## src/rtl/coef_bank_if.sv

```systemverilog
// rtl/coef_bank_if.sv - load, stream-launch and coefficient-stream signals of coef_bank
interface coef_bank_if #(
    parameter int DW    = 16,
    parameter int AW    = 6,
    parameter int NBANK = 2
);
    localparam int BW = (NBANK > 1) ? $clog2(NBANK) : 1;

    logic          wr_en;
    logic [BW-1:0] wr_bank;
    logic [AW-1:0] wr_addr;
    logic [DW-1:0] wr_data;
    logic          wr_err;

    logic          start;
    logic [BW-1:0] rd_bank;
    logic [AW:0]   rd_len;
    logic          rd_rev;
    logic          cfg_err;
    logic          busy;

    logic [DW-1:0] coef_data;
    logic          coef_valid;
    logic          coef_ready;
    logic          coef_last;
    logic          done;

    modport master (
        output wr_en, wr_bank, wr_addr, wr_data, start, rd_bank, rd_len, rd_rev, coef_ready,
        input  wr_err, cfg_err, busy, coef_data, coef_valid, coef_last, done
    );

    modport slave (
        input  wr_en, wr_bank, wr_addr, wr_data, start, rd_bank, rd_len, rd_rev, coef_ready,
        output wr_err, cfg_err, busy, coef_data, coef_valid, coef_last, done
    );
endinterface

```

## src/rtl/coef_bank.sv

```systemverilog
// rtl/coef_bank.sv - banked coefficient store with a backpressured streaming read port
module coef_bank #(
    parameter int DW    = 16,
    parameter int AW    = 6,
    parameter int NBANK = 2
) (
    input logic       clk,
    input logic       rst,
    coef_bank_if.slave bus
);
    localparam int BW    = (NBANK > 1) ? $clog2(NBANK) : 1;
    localparam int DEPTH = 2 ** AW;
    localparam logic [AW:0] DEPTH_L = (AW + 1)'(DEPTH);

    typedef enum logic [1:0] {S_IDLE, S_PRIME, S_STREAM, S_DONE} state_t;

    state_t        state_q, state_d;
    logic [BW-1:0] bank_q, bank_d;
    logic [AW:0]   len_q, len_d;
    logic          rev_q, rev_d;
    logic [AW:0]   issued_q, issued_d;
    logic [DW-1:0] coef_data_q, coef_data_d;
    logic          coef_valid_q, coef_valid_d;
    logic          coef_last_q, coef_last_d;
    logic          wr_err_q, wr_err_d;
    logic          cfg_err_q, cfg_err_d;

    logic [DW-1:0] mem [NBANK][DEPTH];

    logic          busy, done;
    logic          start_ok, handshake, load, wr_hit, wr_fire;
    logic [AW:0]   rd_idx;
    logic [AW-1:0] rd_addr;

    // Decode of the launch request, the output handshake and the load-port collision
    always_comb begin
        start_ok  = bus.start && (bus.rd_len != '0) && (bus.rd_len <= DEPTH_L)
                    && (int'(bus.rd_bank) < NBANK);
        handshake = coef_valid_q && bus.coef_ready;
        load      = (state_q == S_STREAM) && (issued_q != len_q)
                    && (!coef_valid_q || bus.coef_ready);
        rd_idx    = rev_q ? (len_q - 1'b1 - issued_q) : issued_q;
        rd_addr   = rd_idx[AW-1:0];
        wr_hit    = bus.wr_en && busy && (bus.wr_bank == bank_q);
        wr_fire   = bus.wr_en && !wr_hit && (int'(bus.wr_bank) < NBANK);
    end

    // Coefficient storage: synchronous write, never cleared by reset
    always_ff @(posedge clk) begin
        if (wr_fire) begin
            mem[bus.wr_bank][bus.wr_addr] <= bus.wr_data;
        end
    end

    // FSM state register
    always_ff @(posedge clk or posedge rst) begin
        if (rst) begin
            state_q <= S_IDLE;
        end else begin
            state_q <= state_d;
        end
    end

    // FSM next state: PRIME spends one cycle so the first word appears two edges after start
    always_comb begin
        state_d = state_q;
        case (state_q)
            S_IDLE:   if (start_ok) state_d = S_PRIME;
            S_PRIME:  state_d = S_STREAM;
            S_STREAM: if (handshake && coef_last_q) state_d = S_DONE;
            S_DONE:   state_d = S_IDLE;
            default:  state_d = S_IDLE;
        endcase
    end

    // FSM outputs: busy spans PRIME through DONE, done marks the single DONE cycle
    always_comb begin
        busy = (state_q != S_IDLE);
        done = (state_q == S_DONE);
    end

    // Datapath next values: latch the launch config, refill the output register when it frees up
    always_comb begin
        bank_d       = bank_q;
        len_d        = len_q;
        rev_d        = rev_q;
        issued_d     = issued_q;
        coef_data_d  = coef_data_q;
        coef_valid_d = coef_valid_q;
        coef_last_d  = coef_last_q;
        wr_err_d     = wr_hit;
        cfg_err_d    = (state_q == S_IDLE) && bus.start && !start_ok;
        if (state_q == S_IDLE && start_ok) begin
            bank_d   = bus.rd_bank;
            len_d    = bus.rd_len;
            rev_d    = bus.rd_rev;
            issued_d = '0;
        end
        if (load) begin
            coef_data_d  = mem[bank_q][rd_addr];
            coef_valid_d = 1'b1;
            coef_last_d  = (issued_q == len_q - 1'b1);
            issued_d     = issued_q + 1'b1;
        end else if (handshake) begin
            coef_valid_d = 1'b0;
            coef_last_d  = 1'b0;
        end
    end

    // Datapath registers; reset clears the stream outputs and error pulses at once
    always_ff @(posedge clk or posedge rst) begin
        if (rst) begin
            bank_q       <= '0;
            len_q        <= '0;
            rev_q        <= 1'b0;
            issued_q     <= '0;
            coef_data_q  <= '0;
            coef_valid_q <= 1'b0;
            coef_last_q  <= 1'b0;
            wr_err_q     <= 1'b0;
            cfg_err_q    <= 1'b0;
        end else begin
            bank_q       <= bank_d;
            len_q        <= len_d;
            rev_q        <= rev_d;
            issued_q     <= issued_d;
            coef_data_q  <= coef_data_d;
            coef_valid_q <= coef_valid_d;
            coef_last_q  <= coef_last_d;
            wr_err_q     <= wr_err_d;
            cfg_err_q    <= cfg_err_d;
        end
    end

    assign bus.wr_err     = wr_err_q;
    assign bus.cfg_err    = cfg_err_q;
    assign bus.busy       = busy;
    assign bus.done       = done;
    assign bus.coef_data  = coef_data_q;
    assign bus.coef_valid = coef_valid_q;
    assign bus.coef_last  = coef_last_q;
endmodule

```

## src/flat_wrapper.sv

```systemverilog
// flat-port wrapper written by rule: the top's interface ports become plain ports
module coef_bank_flat 
#(
    parameter int DW    = 16,
    parameter int AW    = 6,
    parameter int NBANK = 2
)
  (clk, rst, bus_wr_en, bus_wr_bank, bus_wr_addr, bus_wr_data, bus_start, bus_rd_bank, bus_rd_len, bus_rd_rev, bus_coef_ready, bus_wr_err, bus_cfg_err, bus_busy, bus_coef_data, bus_coef_valid, bus_coef_last, bus_done);
  coef_bank_if #(.DW(DW), .AW(AW), .NBANK(NBANK)) bus_i ();
  input logic clk;
  input logic rst;
  input wire logic [$bits(bus_i.wr_en)-1:0] bus_wr_en;
  input wire logic [$bits(bus_i.wr_bank)-1:0] bus_wr_bank;
  input wire logic [$bits(bus_i.wr_addr)-1:0] bus_wr_addr;
  input wire logic [$bits(bus_i.wr_data)-1:0] bus_wr_data;
  input wire logic [$bits(bus_i.start)-1:0] bus_start;
  input wire logic [$bits(bus_i.rd_bank)-1:0] bus_rd_bank;
  input wire logic [$bits(bus_i.rd_len)-1:0] bus_rd_len;
  input wire logic [$bits(bus_i.rd_rev)-1:0] bus_rd_rev;
  input wire logic [$bits(bus_i.coef_ready)-1:0] bus_coef_ready;
  output wire logic [$bits(bus_i.wr_err)-1:0] bus_wr_err;
  output wire logic [$bits(bus_i.cfg_err)-1:0] bus_cfg_err;
  output wire logic [$bits(bus_i.busy)-1:0] bus_busy;
  output wire logic [$bits(bus_i.coef_data)-1:0] bus_coef_data;
  output wire logic [$bits(bus_i.coef_valid)-1:0] bus_coef_valid;
  output wire logic [$bits(bus_i.coef_last)-1:0] bus_coef_last;
  output wire logic [$bits(bus_i.done)-1:0] bus_done;
  assign bus_i.wr_en = bus_wr_en;
  assign bus_i.wr_bank = bus_wr_bank;
  assign bus_i.wr_addr = bus_wr_addr;
  assign bus_i.wr_data = bus_wr_data;
  assign bus_i.start = bus_start;
  assign bus_i.rd_bank = bus_rd_bank;
  assign bus_i.rd_len = bus_rd_len;
  assign bus_i.rd_rev = bus_rd_rev;
  assign bus_i.coef_ready = bus_coef_ready;
  assign bus_wr_err = bus_i.wr_err;
  assign bus_cfg_err = bus_i.cfg_err;
  assign bus_busy = bus_i.busy;
  assign bus_coef_data = bus_i.coef_data;
  assign bus_coef_valid = bus_i.coef_valid;
  assign bus_coef_last = bus_i.coef_last;
  assign bus_done = bus_i.done;
  coef_bank #(.DW(DW), .AW(AW), .NBANK(NBANK)) u_core (.clk(clk), .rst(rst), .bus(bus_i));
endmodule
```

## config.mk

```make
export PLATFORM = sky130hd
export DESIGN_NAME = coef_bank_flat
export DESIGN_NICKNAME = d
export VERILOG_FILES = /design/src/rtl/coef_bank_if.sv /design/src/rtl/coef_bank.sv /design/src/flat_wrapper.sv
export SDC_FILE = /design/constraint.sdc
export NUM_CORES = 2
export LEC_CHECK = 0
export CORE_MARGIN = 2
export CORE_UTILIZATION = 67
export DETAILED_ROUTE_END_ITERATION = 8
export GPL_ROUTABILITY_DRIVEN = 0
export HOLD_SLACK_MARGIN = 0.03
export PLACE_DENSITY = 0.81
export SLEW_MARGIN = 30
export SYNTH_ARGS = -nofsm -noshare
export SYNTH_HDL_FRONTEND = slang
export SYNTH_SLANG_ARGS = --single-unit
```

## constraint.sdc

```tcl
create_clock -name clk -period 7.35 [get_ports clk]
set_input_delay 1.47 -clock clk [delete_from_list [all_inputs] [get_ports clk]]
set_output_delay 1.47 -clock clk [all_outputs]
set_load 0.02 [all_outputs]
```

==> flow_summary.html <==
<table>
<tr><th>Metric</th><th>Value</th></tr>
<tr><th colspan="2">Outcome</th></tr>
<tr><td>Run status</td><td>completed</td></tr>
<tr><th colspan="2">Worst setup path</th></tr>
<tr><td>Data required time of the worst path</td><td>8070 ps</td></tr>
<tr><td>Path depth of the worst reg2reg path</td><td>9</td></tr>
<tr><td>CP endpoint</td><td>u_core.bus.coef_data[11]</td></tr>
<tr><td>Critical path type</td><td>reg2reg</td></tr>
<tr><td>Setup slack, reg-to-reg</td><td>2280 ps</td></tr>
<tr><td>CP Data Arrival Time</td><td>5790 ps</td></tr>
<tr><td>Crit. Startpoint</td><td>u_core.rev_q</td></tr>
<tr><td>Worst r2r dst</td><td>u_core.bus.coef_data[11]</td></tr>
<tr><td>Crit path max fanout</td><td>46</td></tr>
<tr><td>Crit path capture type</td><td>flip-flop</td></tr>
<tr><td>Worst flop-to-flop path startpoint</td><td>u_core.rev_q</td></tr>
<tr><td>CP Launch Type</td><td>flip-flop</td></tr>
<tr><th colspan="2">CTS</th></tr>
<tr><td>TritonCTS clock tree</td><td>built</td></tr>
<tr><td>Resized cells post-CTS</td><td>0</td></tr>
<tr><td>Worst-Skew Late Latency</td><td>830 ps</td></tr>
<tr><td>Maximum level of the CTS H-tree</td><td>4</td></tr>
<tr><td>Cts hold-fix bufs</td><td>0</td></tr>
<tr><td>Post-CTS Setup Repair Bufs</td><td>0</td></tr>
<tr><td>CTS root buf</td><td>sky130_fd_sc_hd__clkbuf_16</td></tr>
<tr><td>Clock transition at the registers of the reported paths</td><td>70 ps</td></tr>
<tr><td>Max Buffers Root-to-Sink</td><td>3</td></tr>
<tr><td>Clk sink count</td><td>2086</td></tr>
<tr><td>Number of buffers created by CTS</td><td>194</td></tr>
<tr><th colspan="2">Timing</th></tr>
<tr><td>Setup skew after layout</td><td>30.3 ps</td></tr>
<tr><td>Final min period</td><td>5070 ps</td></tr>
<tr><td>Unrepaired setup endpoints after global routing</td><td>no</td></tr>
<tr><td>Setup violations, final</td><td>0</td></tr>
<tr><td>Final Hold Fails</td><td>0</td></tr>
<tr><td>Portion of the clock cycle consumed by the worst path in the final layout</td><td>69.0%</td></tr>
<tr><td>Highest achievable clock rate</td><td>197 MHz</td></tr>
<tr><td>Final sum of negative setup slack</td><td>0 ps</td></tr>
<tr><td>Max_slew headroom</td><td>26.2%</td></tr>
<tr><td>Transition time of the tightest slew-check pin</td><td>1110 ps</td></tr>
<tr><td>Number of max-slew violations in the final report</td><td>0</td></tr>
<tr><td>Final setup margin</td><td>2280 ps</td></tr>
<tr><td>Hold slack final</td><td>501 ps</td></tr>
<tr><th colspan="2">Logic synthesis</th></tr>
<tr><td>Post-synth net total</td><td>3753</td></tr>
<tr><td>Count of state elements after synthesis</td><td>2086</td></tr>
<tr><td>Per-instance average area after synthesis</td><td>21.7 µm²</td></tr>
<tr><td>Synth cell types</td><td>62</td></tr>
<tr><td>Top cells by area, synth</td><td>sky130_fd_sc_hd__edfxtp_1 (76%), sky130_fd_sc_hd__mux4_2 (14%), sky130_fd_sc_hd__dfrtp_1 (1.2%)</td></tr>
<tr><td>Yosys warning count</td><td>0</td></tr>
<tr><td>Proportion of synthesized flip-flops having asynchronous set or reset</td><td>1.82%</td></tr>
<tr><td>Area fraction of the dominant cell type after synthesis</td><td>76.5%</td></tr>
<tr><td>Dominant register cell in the synthesized netlist</td><td>sky130_fd_sc_hd__edfxtp_1</td></tr>
<tr><td>Cell count after synthesis</td><td>3705</td></tr>
<tr><td>Sequential-to-total area share from yosys stat</td><td>77.7%</td></tr>
<tr><td>Post-synthesis cell area</td><td>0.0804 mm²</td></tr>
<tr><td>Post-synth EDFFs</td><td>2048</td></tr>
<tr><td>Yosys top cell by area</td><td>sky130_fd_sc_hd__edfxtp_1</td></tr>
<tr><th colspan="2">Floorplan</th></tr>
<tr><td>Area of the die</td><td>0.123 mm²</td></tr>
<tr><td>Core area</td><td>0.119 mm²</td></tr>
<tr><td>Horiz. Die Dim</td><td>350 µm</td></tr>
<tr><td>Num rows</td><td>127</td></tr>
<tr><td>Count of pins on the block boundary</td><td>59</td></tr>
<tr><td>Die extent in y</td><td>350 µm</td></tr>
<tr><td>Effective utilization at floorplan</td><td>67.3%</td></tr>
<tr><th colspan="2">Min path</th></tr>
<tr><td>Worst hold-check path type</td><td>reg2reg</td></tr>
<tr><th colspan="2">Drt</th></tr>
<tr><td>Vias per inst</td><td>7.54</td></tr>
<tr><td>Final routed wire length divided by cell count</td><td>38.4 µm</td></tr>
<tr><td>Routed wire length</td><td>220000 µm</td></tr>
<tr><td>Total via count in the routed design</td><td>43155</td></tr>
<tr><td>Post-DRT Antenna Nets</td><td>0</td></tr>
<tr><td>Pre-Repair DR Iteration Count</td><td>9</td></tr>
<tr><td>Violation count after the first detailed-routing iteration</td><td>8083</td></tr>
<tr><td>DRC violation count after routing</td><td>0</td></tr>
<tr><th colspan="2">Place</th></tr>
<tr><td>Input/output buffers</td><td>58</td></tr>
<tr><td>Count of placed standard cells including taps</td><td>5358</td></tr>
<tr><td>HPWL after DPL</td><td>119000 µm</td></tr>
<tr><td>Placement-stage worst setup slack</td><td>2530 ps</td></tr>
<tr><th colspan="2">Finish</th></tr>
<tr><td>Commonest cells after routing, fill and taps aside</td><td>sky130_fd_sc_hd__edfxtp_1 (2048), sky130_fd_sc_hd__mux4_2 (505), sky130_fd_sc_hd__clkbuf_16 (201)</td></tr>
<tr><td>Count of nets after finishing</td><td>3991</td></tr>
<tr><td>Layout area overhead</td><td>11.8%</td></tr>
<tr><td>Leading cell type in the layout, fill and taps excluded</td><td>sky130_fd_sc_hd__edfxtp_1</td></tr>
<tr><td>Fraction of final layout cells with drive strength greater than 1</td><td>25.4%</td></tr>
<tr><td>Non-Filler Instances</td><td>5723</td></tr>
<tr><th colspan="2">Global route</th></tr>
<tr><td>Antenna violations before repair</td><td>11</td></tr>
<tr><td>Global-route wire length before repair</td><td>311000 µm</td></tr>
<tr><td>Global route overflow</td><td>0</td></tr>
<tr><td>Overall track demand over capacity in global routing</td><td>36.6%</td></tr>
<tr><td>Vias in the first global route</td><td>42443</td></tr>
<tr><td>Largest net degree at the start of global routing</td><td>118</td></tr>
<tr><th colspan="2">Power</th></tr>
<tr><td>Reported leakage power</td><td>0.0283 µW</td></tr>
<tr><td>Peak VDD IR</td><td>0.000556 V</td></tr>
<tr><td>Pwr Density</td><td>442 mW/mm²</td></tr>
<tr><th colspan="2">Flow run</th></tr>
<tr><td>Max-capacitance violation count</td><td>0</td></tr>
</table>
[cell type report]
class / instances / area, µm²
antenna: 6 / 15.0
fill: 5915 / 29600
sequential: 2086 / 62500
inverter: 19 / 72.6
clock inverter: 111 / 957
timing repair buffer: 251 / 2120
multi-input combinational: 1391 / 17000
tap: 1612 / 2020
clock buffer: 247 / 5260
[routing by layer]
| metal | vias to the layer above | wire [µm] | global-route usage, % | part of all wire, % |
|---|---|---|---|---|
| met5 | - | 183 | 0.196 | 0.083 |
| met4 | 20 | 14800 | 19.5 | 6.7 |
| met3 | 883 | 31800 | 11.2 | 14 |
| met2 | 4408 | 101000 | 54.5 | 46 |
| met1 | 21759 | 72100 | 49.7 | 33 |
| li1 | 16085 | - | - | - |
[cells by family (layout without fill, tap and decap cells)]
family	Yosys count	in the layout	share of synthesized area, %
DFF	2086	2086	77.7
adders and majority gates	11	11	0.181
other	0	6	0
xor gates and xnor gates	16	16	0.174
and+or+nand+nor	432	432	2.40
AOI/OAI and AO/OA	366	366	3.26
muxes	566	566	15.0
buffers and inverters	228	628	1.34
[cells in the mapped netlist (2+ instances only)]
library cell and instances:
sky130_fd_sc_hd__ha_1 10, sky130_fd_sc_hd__or4_1 2, sky130_fd_sc_hd__nor4bb_1 2, sky130_fd_sc_hd__a211oi_1 24, sky130_fd_sc_hd__buf_2 124, sky130_fd_sc_hd__a22o_1 15
sky130_fd_sc_hd__nor4_1 4, sky130_fd_sc_hd__o21ai_0 17, sky130_fd_sc_hd__nor3_1 19, sky130_fd_sc_hd__and3_1 20, sky130_fd_sc_hd__nor2b_1 12, sky130_fd_sc_hd__nand4_1 6
sky130_fd_sc_hd__nand2b_1 4, sky130_fd_sc_hd__nand2_1 140, sky130_fd_sc_hd__a21o_1 17, sky130_fd_sc_hd__clkbuf_1 69, sky130_fd_sc_hd__buf_1 6, sky130_fd_sc_hd__a311oi_1 7
sky130_fd_sc_hd__mux2_2 40, sky130_fd_sc_hd__nand3b_1 9, sky130_fd_sc_hd__dfrtp_1 38, sky130_fd_sc_hd__xor2_1 5, sky130_fd_sc_hd__a32o_1 16, sky130_fd_sc_hd__nor2_1 151
sky130_fd_sc_hd__a221oi_1 15, sky130_fd_sc_hd__a22oi_1 121, sky130_fd_sc_hd__a31oi_1 19, sky130_fd_sc_hd__and2_1 7, sky130_fd_sc_hd__buf_6 8, sky130_fd_sc_hd__edfxtp_1 2048
sky130_fd_sc_hd__a32oi_1 15, sky130_fd_sc_hd__a21boi_0 3, sky130_fd_sc_hd__o31ai_1 4, sky130_fd_sc_hd__buf_4 2, sky130_fd_sc_hd__mux4_2 505, sky130_fd_sc_hd__a2111oi_0 2
sky130_fd_sc_hd__nand3_1 47, sky130_fd_sc_hd__mux2i_1 21, sky130_fd_sc_hd__inv_1 19, sky130_fd_sc_hd__a21oi_1 66, sky130_fd_sc_hd__o22ai_1 15, sky130_fd_sc_hd__xnor2_1 11
[power by group]
group | total, µW | internal, µW | switching, µW
Combinational | 16200 | 5880 | 10300
Clock | 9980 | 5610 | 4370
Sequential | 13500 | 13200 | 285
Total | 39700 | 24700 | 15000
[worst min-delay path by stage]
stage,start,to,slack (ps),cells past startpoint
after floorplan,u_core.issued_q[6],u_core.issued_q[6],470,1
after global placement,u_core.issued_q[6],u_core.issued_q[6],490,1
after detailed placement,u_core.issued_q[6],u_core.issued_q[6],500,1
after CTS,u_core.issued_q[6],u_core.issued_q[6],510,1
after global routing,u_core.issued_q[6],u_core.issued_q[6],530,1
final,u_core.issued_q[6],u_core.issued_q[6],500,1
[critical path: stages (launching register included)]
cell	delay (ps)
sky130_fd_sc_hd__dfrtp_1	930
sky130_fd_sc_hd__or2_1	310
sky130_fd_sc_hd__and2_4	710
sky130_fd_sc_hd__buf_4	780
sky130_fd_sc_hd__mux4_2	450
sky130_fd_sc_hd__a22o_1	220
sky130_fd_sc_hd__a221oi_1	760
sky130_fd_sc_hd__a211oi_1	190
sky130_fd_sc_hd__a32o_1	310
sky130_fd_sc_hd__a21o_1	160
[registers in the layout (all words and copies together) (netlist names)]
signal,cells
u_core.bus.coef_data,16
u_core.bus.coef_last,1
u_core.bus.coef_valid,1
u_core.len_q,7
u_core.bus.cfg_err,1
u_core.mem,2048
u_core.state_q,2
u_core.issued_q,7
u_core.rev_q,1
u_core.bank_q,1
u_core.bus.wr_err,1
[per-stage QoR]
stage	util, %	power [µW]	area [µm²]
final	75.2	39700	89900
after detailed placement	69.9	28700	83600
after global routing	75.2	40200	89800
after global placement	69.9	28500	83600
after CTS	75.1	38900	89800
after floorplan	-	23300	80400
Power figures use the tool's default switching activity.
